==> src/rtl/full_subtractor_if.sv <==
// Operand/result bus for full_subtractor.
// Build option FULL_SUB_OVF_EN adds the registered signed-overflow flag ovf.
interface full_subtractor_if #(
  parameter int WIDTH = 1
);
  logic [WIDTH-1:0] a;
  logic [WIDTH-1:0] b;
  logic             bin;
  logic             in_valid;
  logic [WIDTH-1:0] sub;
  logic             bor;
  logic             out_valid;
`ifdef FULL_SUB_OVF_EN
  logic             ovf;

  modport master (output a, b, bin, in_valid, input sub, bor, out_valid, ovf);
  modport slave  (input a, b, bin, in_valid, output sub, bor, out_valid, ovf);
`else
  modport master (output a, b, bin, in_valid, input sub, bor, out_valid);
  modport slave  (input a, b, bin, in_valid, output sub, bor, out_valid);
`endif
endinterface

==> src/rtl/full_subtractor.sv <==
// Registered WIDTH-bit ripple-borrow subtractor: {bor, sub} = a - b - bin,
// one cycle of latency, capture gated by in_valid, synchronous active-low reset.
// Build option FULL_SUB_OVF_EN adds ovf = br[WIDTH] ^ br[WIDTH-1].

// One bit of the ripple chain.
module full_subtractor_cell (
  input  logic a,
  input  logic b,
  input  logic bi,
  output logic d,
  output logic bo
);
  assign d  = a ^ b ^ bi;
  assign bo = (~a & b) | (~(a ^ b) & bi);
endmodule

module full_subtractor #(
  parameter int WIDTH = 1
) (
  input  logic                clk,
  input  logic                rst_n,
  full_subtractor_if.slave    bus
);
  localparam int STAGES = 1;

  logic [WIDTH:0]   br;
  logic [WIDTH-1:0] d;
  logic [WIDTH-1:0] sub_q;
  logic             bor_q;
  logic [STAGES:1]  vld_q;
  logic [STAGES:0]  vld_pipe;

  assign br[0] = bus.bin;

  // Ripple chain: lane i consumes br[i] and produces br[i+1].
  for (genvar i = 0; i < WIDTH; i++) begin : g_lane
    full_subtractor_cell u_cell (
      .a  (bus.a[i]),
      .b  (bus.b[i]),
      .bi (br[i]),
      .d  (d[i]),
      .bo (br[i+1])
    );
  end

  // Stage 0 is the incoming valid; registered stages follow.
  always_comb vld_pipe = {vld_q, bus.in_valid};

  // Valid shift register; reset discards anything in flight.
  always_ff @(posedge clk) begin
    if (!rst_n) vld_q <= '0;
    else        vld_q <= vld_pipe[STAGES-1:0];
  end

  // Result register: capture on accepted operands, otherwise hold, so
  // operand values while in_valid is low never reach the outputs.
  always_ff @(posedge clk) begin
    if (!rst_n) begin
      sub_q <= '0;
      bor_q <= 1'b0;
    end else if (vld_pipe[0]) begin
      sub_q <= d;
      bor_q <= br[WIDTH];
    end
  end

  assign bus.sub       = sub_q;
  assign bus.bor       = bor_q;
  assign bus.out_valid = vld_pipe[STAGES];

`ifdef FULL_SUB_OVF_EN
  logic ovf_q;

  // Signed overflow: carries into and out of the sign lane disagree.
  always_ff @(posedge clk) begin
    if (!rst_n)            ovf_q <= 1'b0;
    else if (vld_pipe[0])  ovf_q <= br[WIDTH] ^ br[WIDTH-1];
  end

  assign bus.ovf = ovf_q;
`endif
endmodule

==> src/flat_wrapper.sv <==
// flat-port wrapper written by rule: the top's interface ports become plain ports
module full_subtractor_flat 
#(
  parameter int WIDTH = 1
)
  (clk, rst_n, bus_a, bus_b, bus_bin, bus_in_valid, bus_sub, bus_bor, bus_out_valid);
  full_subtractor_if #(.WIDTH(WIDTH)) bus_i ();
  input  logic clk;
  input  logic rst_n;
  input wire logic [$bits(bus_i.a)-1:0] bus_a;
  input wire logic [$bits(bus_i.b)-1:0] bus_b;
  input wire logic [$bits(bus_i.bin)-1:0] bus_bin;
  input wire logic [$bits(bus_i.in_valid)-1:0] bus_in_valid;
  output wire logic [$bits(bus_i.sub)-1:0] bus_sub;
  output wire logic [$bits(bus_i.bor)-1:0] bus_bor;
  output wire logic [$bits(bus_i.out_valid)-1:0] bus_out_valid;
  assign bus_i.a = bus_a;
  assign bus_i.b = bus_b;
  assign bus_i.bin = bus_bin;
  assign bus_i.in_valid = bus_in_valid;
  assign bus_sub = bus_i.sub;
  assign bus_bor = bus_i.bor;
  assign bus_out_valid = bus_i.out_valid;
  full_subtractor #(.WIDTH(WIDTH)) u_core (.clk(clk), .rst_n(rst_n), .bus(bus_i));
endmodule
==> config.mk <==
export PLATFORM = sky130hd
export DESIGN_NAME = full_subtractor_flat
export DESIGN_NICKNAME = d
export VERILOG_FILES = /design/src/rtl/full_subtractor_if.sv /design/src/rtl/full_subtractor.sv /design/src/flat_wrapper.sv
export SDC_FILE = /design/constraint.sdc
export NUM_CORES = 1
export LEC_CHECK = 0
export ABC_CLOCK_PERIOD_IN_PS = 1100
export BUFFER_PORTS_ARGS = -buffer_cell sky130_fd_sc_hd__buf_2
export CORE_AREA = 2 2 39 41
export DETAILED_ROUTE_END_ITERATION = 7
export DIE_AREA = 0 0 41 43
export GPL_ROUTABILITY_DRIVEN = 0
export GPL_TIMING_DRIVEN = 0
export HOLD_SLACK_MARGIN = 0.02
export PLACE_DENSITY = 0.3
export SLEW_MARGIN = 40
export SYNTH_ARGS = -nofsm -noshare
export SYNTH_HDL_FRONTEND = slang
export SYNTH_SLANG_ARGS = --single-unit
==> constraint.sdc <==
create_clock -name clk -period 1.1 [get_ports clk]
set_clock_uncertainty 0.1 [all_clocks]
set_input_delay 0.22 -clock clk [delete_from_list [all_inputs] [get_ports clk]]
set_output_delay 0.22 -clock clk [all_outputs]
set_load 0.01 [all_outputs]
### Word level (Yosys, flattened, before mapping)

Index checks and enable logic that the tools add are counted.

* register bits after elaboration: 3
* input port bits: 6
* output and inout port bits: 3

* bitwise logic cells: 7

Operators with widths (number)
* 1-bit AND: 2
* 1-bit inverter: 2
* 1-bit XOR: 2
* 1-bit bitwise OR: 1

### Logic depth before layout (Yosys ltp)

Gate-level depths: netlist (run 1).

* depth in word-level cells: 4
* mapped depth: 4

### Hierarchy

Synthesis (run 1) repeated with hierarchy kept, for this count alone.

* cells, all modules: 12
* area total of the unflattened synthesis: 131.4 um2

Modules (own cells, without submodules)
* full_subtractor: sequential area each 60.1 um2, cells an instance 8, area an instance 100.1 um2, times used 1
* full_subtractor_cell: sequential area each 0.0 um2, cells an instance 4, area an instance 31.3 um2, times used 1

### Worst setup path before layout (run 1)

Ideal clock, no wire load.

* path type: input-to-reg
* start: in bus_b
* end: reg u_core.sub_q, in the netlist u_core.bus.sub
* cell stages on the path: 4
* arrival: 885 ps
* path buffers: 0
* path slack: -1 ps
* path through: inv_1 fa_1 mux2i_1 nor2b_1

* cells in the longest elaborated chain, start to end: 2

Ends and longest elaborated chain
* start, declared: RTL line flat_wrapper.sv:11 `input wire logic [$bits(bus_i.b)-1:0] bus_b;`
* 1-bit XOR (2 in series): RTL line full_subtractor.sv:13 `assign d = a ^ b ^ bi;`
* via u_core.d: RTL line full_subtractor.sv:27 `logic [WIDTH-1:0] d;`
* end signal, assigned: RTL line full_subtractor.sv:59 `sub_q <= '0;`
* end signal, assigned: RTL line full_subtractor.sv:62 `sub_q <= d;`
* end, declared: RTL line full_subtractor.sv:28 `logic [WIDTH-1:0] sub_q;`

The timed path passes the listed nets, and every way through them passes these cells.
A chain may end at the register's enable or synchronous reset.

### Worst setup path in the final report (run 1)

* start: reg u_core.sub_q, in the netlist u_core.bus.sub
* end: out bus_sub

RTL lines
* end, declared: RTL line flat_wrapper.sv:14 `output wire logic [$bits(bus_i.sub)-1:0] bus_sub;`

No word-level cell between the ends.

==> impl_metrics.yaml, run 1 <==
run_status:
  run_status: "completed"
synthesis:
  synth_seq_cells: 3
  ys_seq_area_frac: 0.480
  ys_warn_count: 0
  syn_area_um2: 125
  syn_nets: 18
  synth_cell_types: 8
  syn_inst: 11
  syn_area_per_cell_um2: 11.4
floorplanning:
  fp.dieW_um: 41
  rows: 14
  fp.coreArea_mm2: 0.00138
  die-area_mm2: 0.00176
  start_util: 0.0904
  fp.dieH_um: 43
  ios: 9
cells_and_area:
  antennaDiodeCount: 0
  nets: 31
  area_delta_synth_final_pct: 69.0
  drive_gt1_frac: 0.522
  fin_area_um2: 211
sta:
  hold_slack_ps: 145
  finalCritPeriodShare: 0.908
  post-route-min-period_ps: 999
  final_hold_viol_count: 0
  tightestPinTransition_ps: 120
  setup_viol: 0
  slew_headroom: 0.918
  max_freq_mhz: 1000
  rsz0062_at_grt: "false"
  slew_violations: 0
  tns_ps: 0
clock_network:
  cts_tree: "built"
  cts_resized: 0
  cts_num_sinks: 3
  cts_buffers: 3
  clockRootBuffer: "clkbuf_4"
  postCtsHoldBufs: 0
  htree_levels: 1
  cts.clk_slew.worst_paths_ps: 40
  cts_setup_buffers: 0
  cts.path.max_buffers: 2
  clk_latency_ps: 230
setup_path:
  end_kind: "primary output"
  arrival_ps: 680
  path_max_fanout: 2
  crit_required_ps: 780
  worstPathCellList: "buf_2"
  startpoint_type: "register"
  cp_slowest_cell: "dfxtp_1"
  worst-r2r-setup-slack_ps: 400
  max_stage_delay_ps: 320
  crit_family: "flip-flops"
  crit_type: "register to primary output"
  cp_num_buf_inv: 1
place:
  port-buffer-count: 8
  dp_hpwl_um: 259
  dpl_cell_area_um2: 185
power_and_ir_drop:
  p_comb_frac: 0.121
  leakage_nw: 0.115
  p_seq_frac: 0.340
  powerDensity_mw_per_mm2: 1680
  p_int_w: 0.000276
  clockPowerShare: 0.539
  peakVddDrop_v: 0.000224
  power_switching_w: 0.0000786
  swShare: 0.222
global_routing:
  grt_usage: 0.0441
  antenna_found_initial: 0
  grt_pass1_vias: 130
  grt_overflow: 0
  grt_pass1_wl_um: 407
  grt_start_max_net_pins: 5
detailed_routing:
  vias: 122
  postRouteAntennaNets: 0
  viasPerCell: 3.13
  wl_um: 317
  drtIter0Drc: 2
  wl_per_cell_um: 8.13
  drcViolationCount: 0
  dr.pass1.iters: 2
min_path:
  min_path_type: "input port to register"
flow_run:
  cap_violations: 0
logic make-up after synthesis:
family,Yosys count,synth area share
AO/OA/AOI/OAI,1,0.0800
adder cells (fa/ha/maj),1,0.160
buffers and inverters,2,0.0600
flip-flops,3,0.480
multiplexers,1,0.0800
AND/OR/NAND/NOR,3,0.140
synthesized netlist by cell type:
| library cell | count | share of area |
|---|---|---|
| inv_1 | 2 | 0.060 |
| nor2b_1 | 1 | 0.050 |
| dfxtp_1 | 3 | 0.48 |
| fa_1 | 1 | 0.16 |
| nand2_1 | 1 | 0.030 |
| o211a_1 | 1 | 0.080 |
| and2_2 | 1 | 0.060 |
| mux2i_1 | 1 | 0.080 |
state kept, by name, summed over array words and instances (netlist names):
register,flops
u_core.bus.bor,1
u_core.bus.out_valid,1
u_core.bus.sub,1
final timing paths:
kind	start	to	depth (start not counted)
worst max-delay path	u_core.bus.sub	bus_sub	1
worst max register to register	u_core.bus.bor	u_core.bus.bor	1
worst min-delay path	rst_n	u_core.bus.sub	2
worst min register to register	u_core.bus.bor	u_core.bus.bor	1
layout by cell type, fill, tap and decap left out:
cell type	instances
and2_2	1
inv_1	2
buf_2	8
clkbuf_1	1
mux2i_1	1
nand2_1	1
nor2b_1	1
o211a_1	1
fa_1	1
dfxtp_1	3
clkbuf_4	3
metal layers:
metal  part of all wire  vias to the layer above  track usage
met1               0.23                       56       0.0192
met4                  0                        0       0.0600
met2               0.51                        9       0.0625
li1                   -                       57            -
met3               0.26                        0       0.0471
met5                  0                        -            0
cell type report:
cell class	count	area, um2
clock buffer	4	26.3
fill	167	1170
inverter	2	7.51
multi-input combinational	6	57.6
sequential	3	60.1
tap	16	20.0
timing repair buffer	8	40.0
metrics by stage:
| step | cells | utilization | total power (W) | setup slack, ps |
|---|---|---|---|---|
| finish | 39 | 0.153 | 0.000355 | 101 |
| global route | 39 | 0.153 | 0.000382 | 59.9 |
| CTS | 39 | 0.153 | 0.000371 | 80.5 |
| detailed placement | 35 | 0.134 | 0.000166 | -120 |
| global placement | 35 | 0.134 | 0.000165 | -120 |
| floorplan | 11 | - | 0.000143 | 23.4 |
power by group through the flow:
stage          sequential [W]  combinational, W  clock [W]
3_3_place_gp         0.000122         0.0000433          0
6_report             0.000121         0.0000429   0.000191
4_1_cts              0.000121         0.0000446   0.000206
5_1_grt              0.000122         0.0000482   0.000212
2_1_floorplan        0.000127         0.0000161          0
3_5_place_dp         0.000123         0.0000437          0
Power figures use the tool's default switching activity.
==> run 2, diff against run 1 <==
--- a/config.mk
+++ b/config.mk
@@ -6,10 +6,11 @@
 export NUM_CORES = 1
 export LEC_CHECK = 0
 export ABC_CLOCK_PERIOD_IN_PS = 1100
-export BUFFER_PORTS_ARGS = -buffer_cell sky130_fd_sc_hd__buf_2
 export CORE_AREA = 2 2 39 41
+export CTS_BUF_LIST = sky130_fd_sc_hd__clkbuf_4
 export DETAILED_ROUTE_END_ITERATION = 7
 export DIE_AREA = 0 0 41 43
+export DONT_BUFFER_PORTS = 1
 export GPL_ROUTABILITY_DRIVEN = 0
 export GPL_TIMING_DRIVEN = 0
 export HOLD_SLACK_MARGIN = 0.02
==> run 2 against run 1 <==
Compared with the run above:
- flip-flop and latch count is the same
- sequential power is 4% higher
- wire length fell by 24%
- cell count fell by 15%
- die area is the same
- critical endpoint is now bus_bor
- hold slack worse by 110 ps
- critical path depth shrank 1
- total power rose by 3.3%
==> impl_metrics.yaml, run 2 (same netlist as run 1, synthesis figures left out) <==
setup_path:
  arrival_ps: 610
  crit_type: "register to primary output"
  worst-r2r-setup-slack_ps: 340
  startpoint_type: "register"
  crit_required_ps: 780
  path_max_fanout: 2
  end_kind: "primary output"
global_routing:
  grt_overflow: 0
  grt_start_max_net_pins: 5
  antenna_found_initial: 0
  grt_pass1_vias: 73
  grt_usage: 0.0360
  grt_pass1_wl_um: 241
cells_and_area:
  nets: 25
  antennaDiodeCount: 0
  register_area_um2: 60.1
  final_common_cell: "clkbuf_4"
  drive_gt1_frac: 0.294
  multi_input_area_um2: 57.6
  area_delta_synth_final_pct: 56.0
  fillers: 155
  layout_common_cells: "clkbuf_4, dfxtp_1, inv_1, dlygate4sd3_1"
flow_run:
  cap_violations: 0
power_and_ir_drop:
  powerDensity_mw_per_mm2: 1880
  peakVddDrop_v: 0.000196
  leakage_nw: 0.0929
floorplanning:
  die-area_mm2: 0.00176
  fp.coreArea_mm2: 0.00138
  rows: 14
  ios: 9
  start_util: 0.0904
  fp.dieH_um: 43
  fp.dieW_um: 41
sta:
  finalCritPeriodShare: 0.846
  rsz0062_at_grt: "false"
  post-route-min-period_ps: 930
  final_hold_viol_count: 0
  finalWorstSetupSlack_ps: 170
  tightestPinTransition_ps: 118
  setup_viol: 0
  tns_ps: 0
  slew_violations: 0
  max_freq_mhz: 1080
  slew_headroom: 0.919
detailed_routing:
  viasPerCell: 2.67
  wl_per_cell_um: 7.30
  wl_um: 241
  dr.pass1.iters: 1
  vias: 88
  postRouteAntennaNets: 0
  drtIter0Drc: 0
  drcViolationCount: 0
clock_network:
  cts.clk_slew.worst_paths_ps: 40
  cts_num_sinks: 3
  cts.path.max_buffers: 2
  cts_buffers: 3
  cts_setup_buffers: 0
  htree_levels: 1
  clockRootBuffer: "clkbuf_4"
  clk_latency_ps: 230
  cts_tree: "built"
place:
  pre_cts_slack_ps: -14.9
  port-buffer-count: 0
run_status:
  run_status: "completed"
min_path:
  min_path_type: "input port to register"
run 2: cell types whose count changed in the layout (fill, tap and decap cells not counted), sizes merged:
cell,previous run,this run
dlygate4sd3,0,2
buf,8,0
run 2: what timing repair did:
action | 4_1_cts | 5_1_grt
gates resized for setup | 0 | 0
hold buffers | 2 | 0
endpoints found under the hold margin | 1 | 0
run 2: layout make-up:
cell class	instances	share of cell area
inverters	2	0.0385
flip-flops and latches	3	0.308
well taps	16	0.103
clock buffers	4	0.154
repair buffers	2	0.103
multi-input cells	6	0.295
run 2: through the flow:
step	utilization	cells	area [um2]	power (W)	hold WS (ps)
floorplan	-	11	125	0.000143	248
global placement	0.105	27	145	0.000147	258
detailed placement	0.105	27	145	0.000147	259
CTS	0.141	33	195	0.000381	20.2
global route	0.141	33	195	0.000388	40.7
finish	0.141	33	195	0.000366	31.5
run 2: path summary, 6_finish.rpt:
path	startpoint	endpoint	depth (start not counted)
hold reg to reg	u_core.bus.bor	u_core.bus.bor	1
setup reg to reg	u_core.bus.bor	u_core.bus.bor	1
hold / removal	rst_n	u_core.bus.sub	1
setup / recovery	u_core.bus.bor	bus_bor	0
run 2: routing by layer:
layer / up-vias / wire length [um] / track usage / share of wire
met5: - / 0 / 0 / 0
met1: 32 / 81 / 0.00637 / 0.34
met2: 11 / 92 / 0.0313 / 0.38
li1: 45 / - / - / -
met4: 0 / 0 / 0.0600 / 0
met3: 0 / 67 / 0.0785 / 0.28
run 2: power by group:
| part | switching (W) | internal (W) | total (W) |
|---|---|---|---|
| Sequential | 0.00000864 | 0.000118 | 0.000126 |
| Combinational | 0.00000805 | 0.0000156 | 0.0000237 |
| Clock | 0.0000559 | 0.000160 | 0.000216 |
==> run 3, diff against run 2 <==
--- a/config.mk
+++ b/config.mk
@@ -5,7 +5,7 @@
 export SDC_FILE = /design/constraint.sdc
 export NUM_CORES = 1
 export LEC_CHECK = 0
-export ABC_CLOCK_PERIOD_IN_PS = 1100
+export ABC_CLOCK_PERIOD_IN_PS = 950
 export CORE_AREA = 2 2 39 41
 export CTS_BUF_LIST = sky130_fd_sc_hd__clkbuf_4
 export DETAILED_ROUTE_END_ITERATION = 7
==> constraint.sdc (replaced) <==
create_clock -name clk -period 0.95 [get_ports clk]
set_clock_uncertainty 0.1 [all_clocks]
set_input_delay 0.19 -clock clk [delete_from_list [all_inputs] [get_ports clk]]
set_output_delay 0.19 -clock clk [all_outputs]
set_load 0.01 [all_outputs]
==> run 3 against run 2 <==
Compared with the run above:
- clock power rose by 16%
- via count up 10%
- combinational power up 24%
- cell area stayed put
- sequential power increased by 16%
- die area did not move
- critical path depth grew 2
- largest power group unchanged
- utilization did not move
- clock-buffer cell count is the same
- critical path type is now input port to register
- total power up 16%
==> impl_metrics.yaml, run 3 (same netlist as run 1, synthesis figures left out) <==
floorplanning:
  die-area_mm2: 0.00176
  ios: 9
  start_util: 0.0904
  fp.dieW_um: 41
  fp.dieH_um: 43
  fp.coreArea_mm2: 0.00138
  rows: 14
cells_and_area:
  drive_gt1_frac: 0.353
  layout_common_cells: "clkbuf_4, dfxtp_1, dlygate4sd3_1"
  fillers: 151
  multi_input_area_um2: 57.6
  postLayoutCoreUtil: 0.141
  nets: 25
  register_area_um2: 60.1
  final_common_cell: "clkbuf_4"
  antennaDiodeCount: 0
  area_delta_synth_final_pct: 56.0
clock_network:
  htree_levels: 1
  clockRootBuffer: "clkbuf_4"
  clk_latency_ps: 230
  cts_setup_buffers: 0
  cts_buffers: 3
  cts_tree: "built"
  cts.path.max_buffers: 2
  cts_num_sinks: 3
  cts.clk_slew.worst_paths_ps: 40
setup_path:
  cp_num_buf_inv: 1
  worst-r2r-cell-count: 1
  arrival_ps: 970
  cp_slowest_cell: "dlygate4sd3_1"
  critPathLaunch: "bus_in_valid"
  worstPathCellList: "dlygate4sd3_1 > o211a_1"
  crit_type: "input port to register"
  r2r-end: "u_core.bus.bor"
  end_kind: "register"
  startpoint_type: "input port"
  crit_required_ps: 970
  crit_cells: 2
  worst-r2r-setup-slack_ps: 200
  crit_family: "buffers and inverters"
  max_stage_delay_ps: 550
  crit_end: "u_core.bus.bor"
  path_max_fanout: 3
  r2r-start: "u_core.bus.bor"
sta:
  finalCritPeriodShare: 0.992
  rsz0062_at_grt: "false"
  final_hold_viol_count: 0
  setup_viol: 0
  slew_violations: 0
  max_freq_mhz: 1060
  finalWorstSetupSlack_ps: 7.95
  slew_headroom: 0.916
  post-route-min-period_ps: 942
  tightestPinTransition_ps: 122
power_and_ir_drop:
  powerDensity_mw_per_mm2: 2190
  leakage_nw: 0.0918
  peakVddDrop_v: 0.000185
place:
  port-buffer-count: 0
  pre_cts_slack_ps: -139
detailed_routing:
  wl_per_cell_um: 7.58
  drcViolationCount: 0
  drtIter0Drc: 3
  dr.pass1.iters: 2
  postRouteAntennaNets: 0
  viasPerCell: 2.94
  vias: 97
  wl_um: 250
min_path:
  min_path_type: "input port to register"
global_routing:
  grt_overflow: 0
  grt_pass1_wl_um: 269
  grt_start_max_net_pins: 4
  grt_usage: 0.0390
  antenna_found_initial: 0
  grt_pass1_vias: 84
flow_run:
  cap_violations: 0
run_status:
  run_status: "completed"
==> run 3: worst min path at each step <==
stage	startpoint	cells after the start	slack (ps)	endpoint
CTS	bus_in_valid	2	30	u_core.bus.bor
floorplan	rst_n	1	220	u_core.bus.sub
finish	bus_in_valid	2	30	u_core.bus.bor
global placement	rst_n	1	230	u_core.bus.sub
detailed placement	bus_in_valid	1	230	u_core.bus.out_valid
global route	bus_in_valid	2	40	u_core.bus.bor
==> run 3: stage by stage <==
stage                     total power (W)  hold slack, ps  instances  setup TNS [ps]  cell area, um2
after global placement           0.000171             227         27            -131             145
final                            0.000427            34.4         33               0             195
after detailed placement         0.000171             229         27            -150             145
after global routing             0.000457            39.9         33               0             195
after CTS                        0.000446            25.0         33               0             195
after floorplan                  0.000165             218         11           -83.3             125
==> run 3: layer usage <==
metal	wire length (um)	vias up	track usage
li1	-	45	-
met1	81	42	0.00635
met2	112	10	0.0406
met3	56	0	0.0785
met4	0	0	0.0600
met5	0	-	0
==> run 3: power by group <==
part	internal [W]	leakage, nW	switching [W]	total (W)
registers	0.000136	0.0249	0.00000970	0.000146
clock network	0.000186	0.0184	0.0000654	0.000251
logic	0.0000183	0.0485	0.0000111	0.0000294
==> run 3: what timing repair did <==
| action | CTS | global route |
|---|---|---|
| resized for setup | 0 | 0 |
| hold buffers | 2 | 0 |
| hold endpoints to repair | 3 | 0 |
==> run 3: cell type report <==
type,instances,area share
Clock buffer,4,0.154
Inverter,2,0.0385
Multi-Input combinational cell,6,0.295
Sequential cell,3,0.308
Tap cell,16,0.103
Timing Repair Buffer,2,0.103
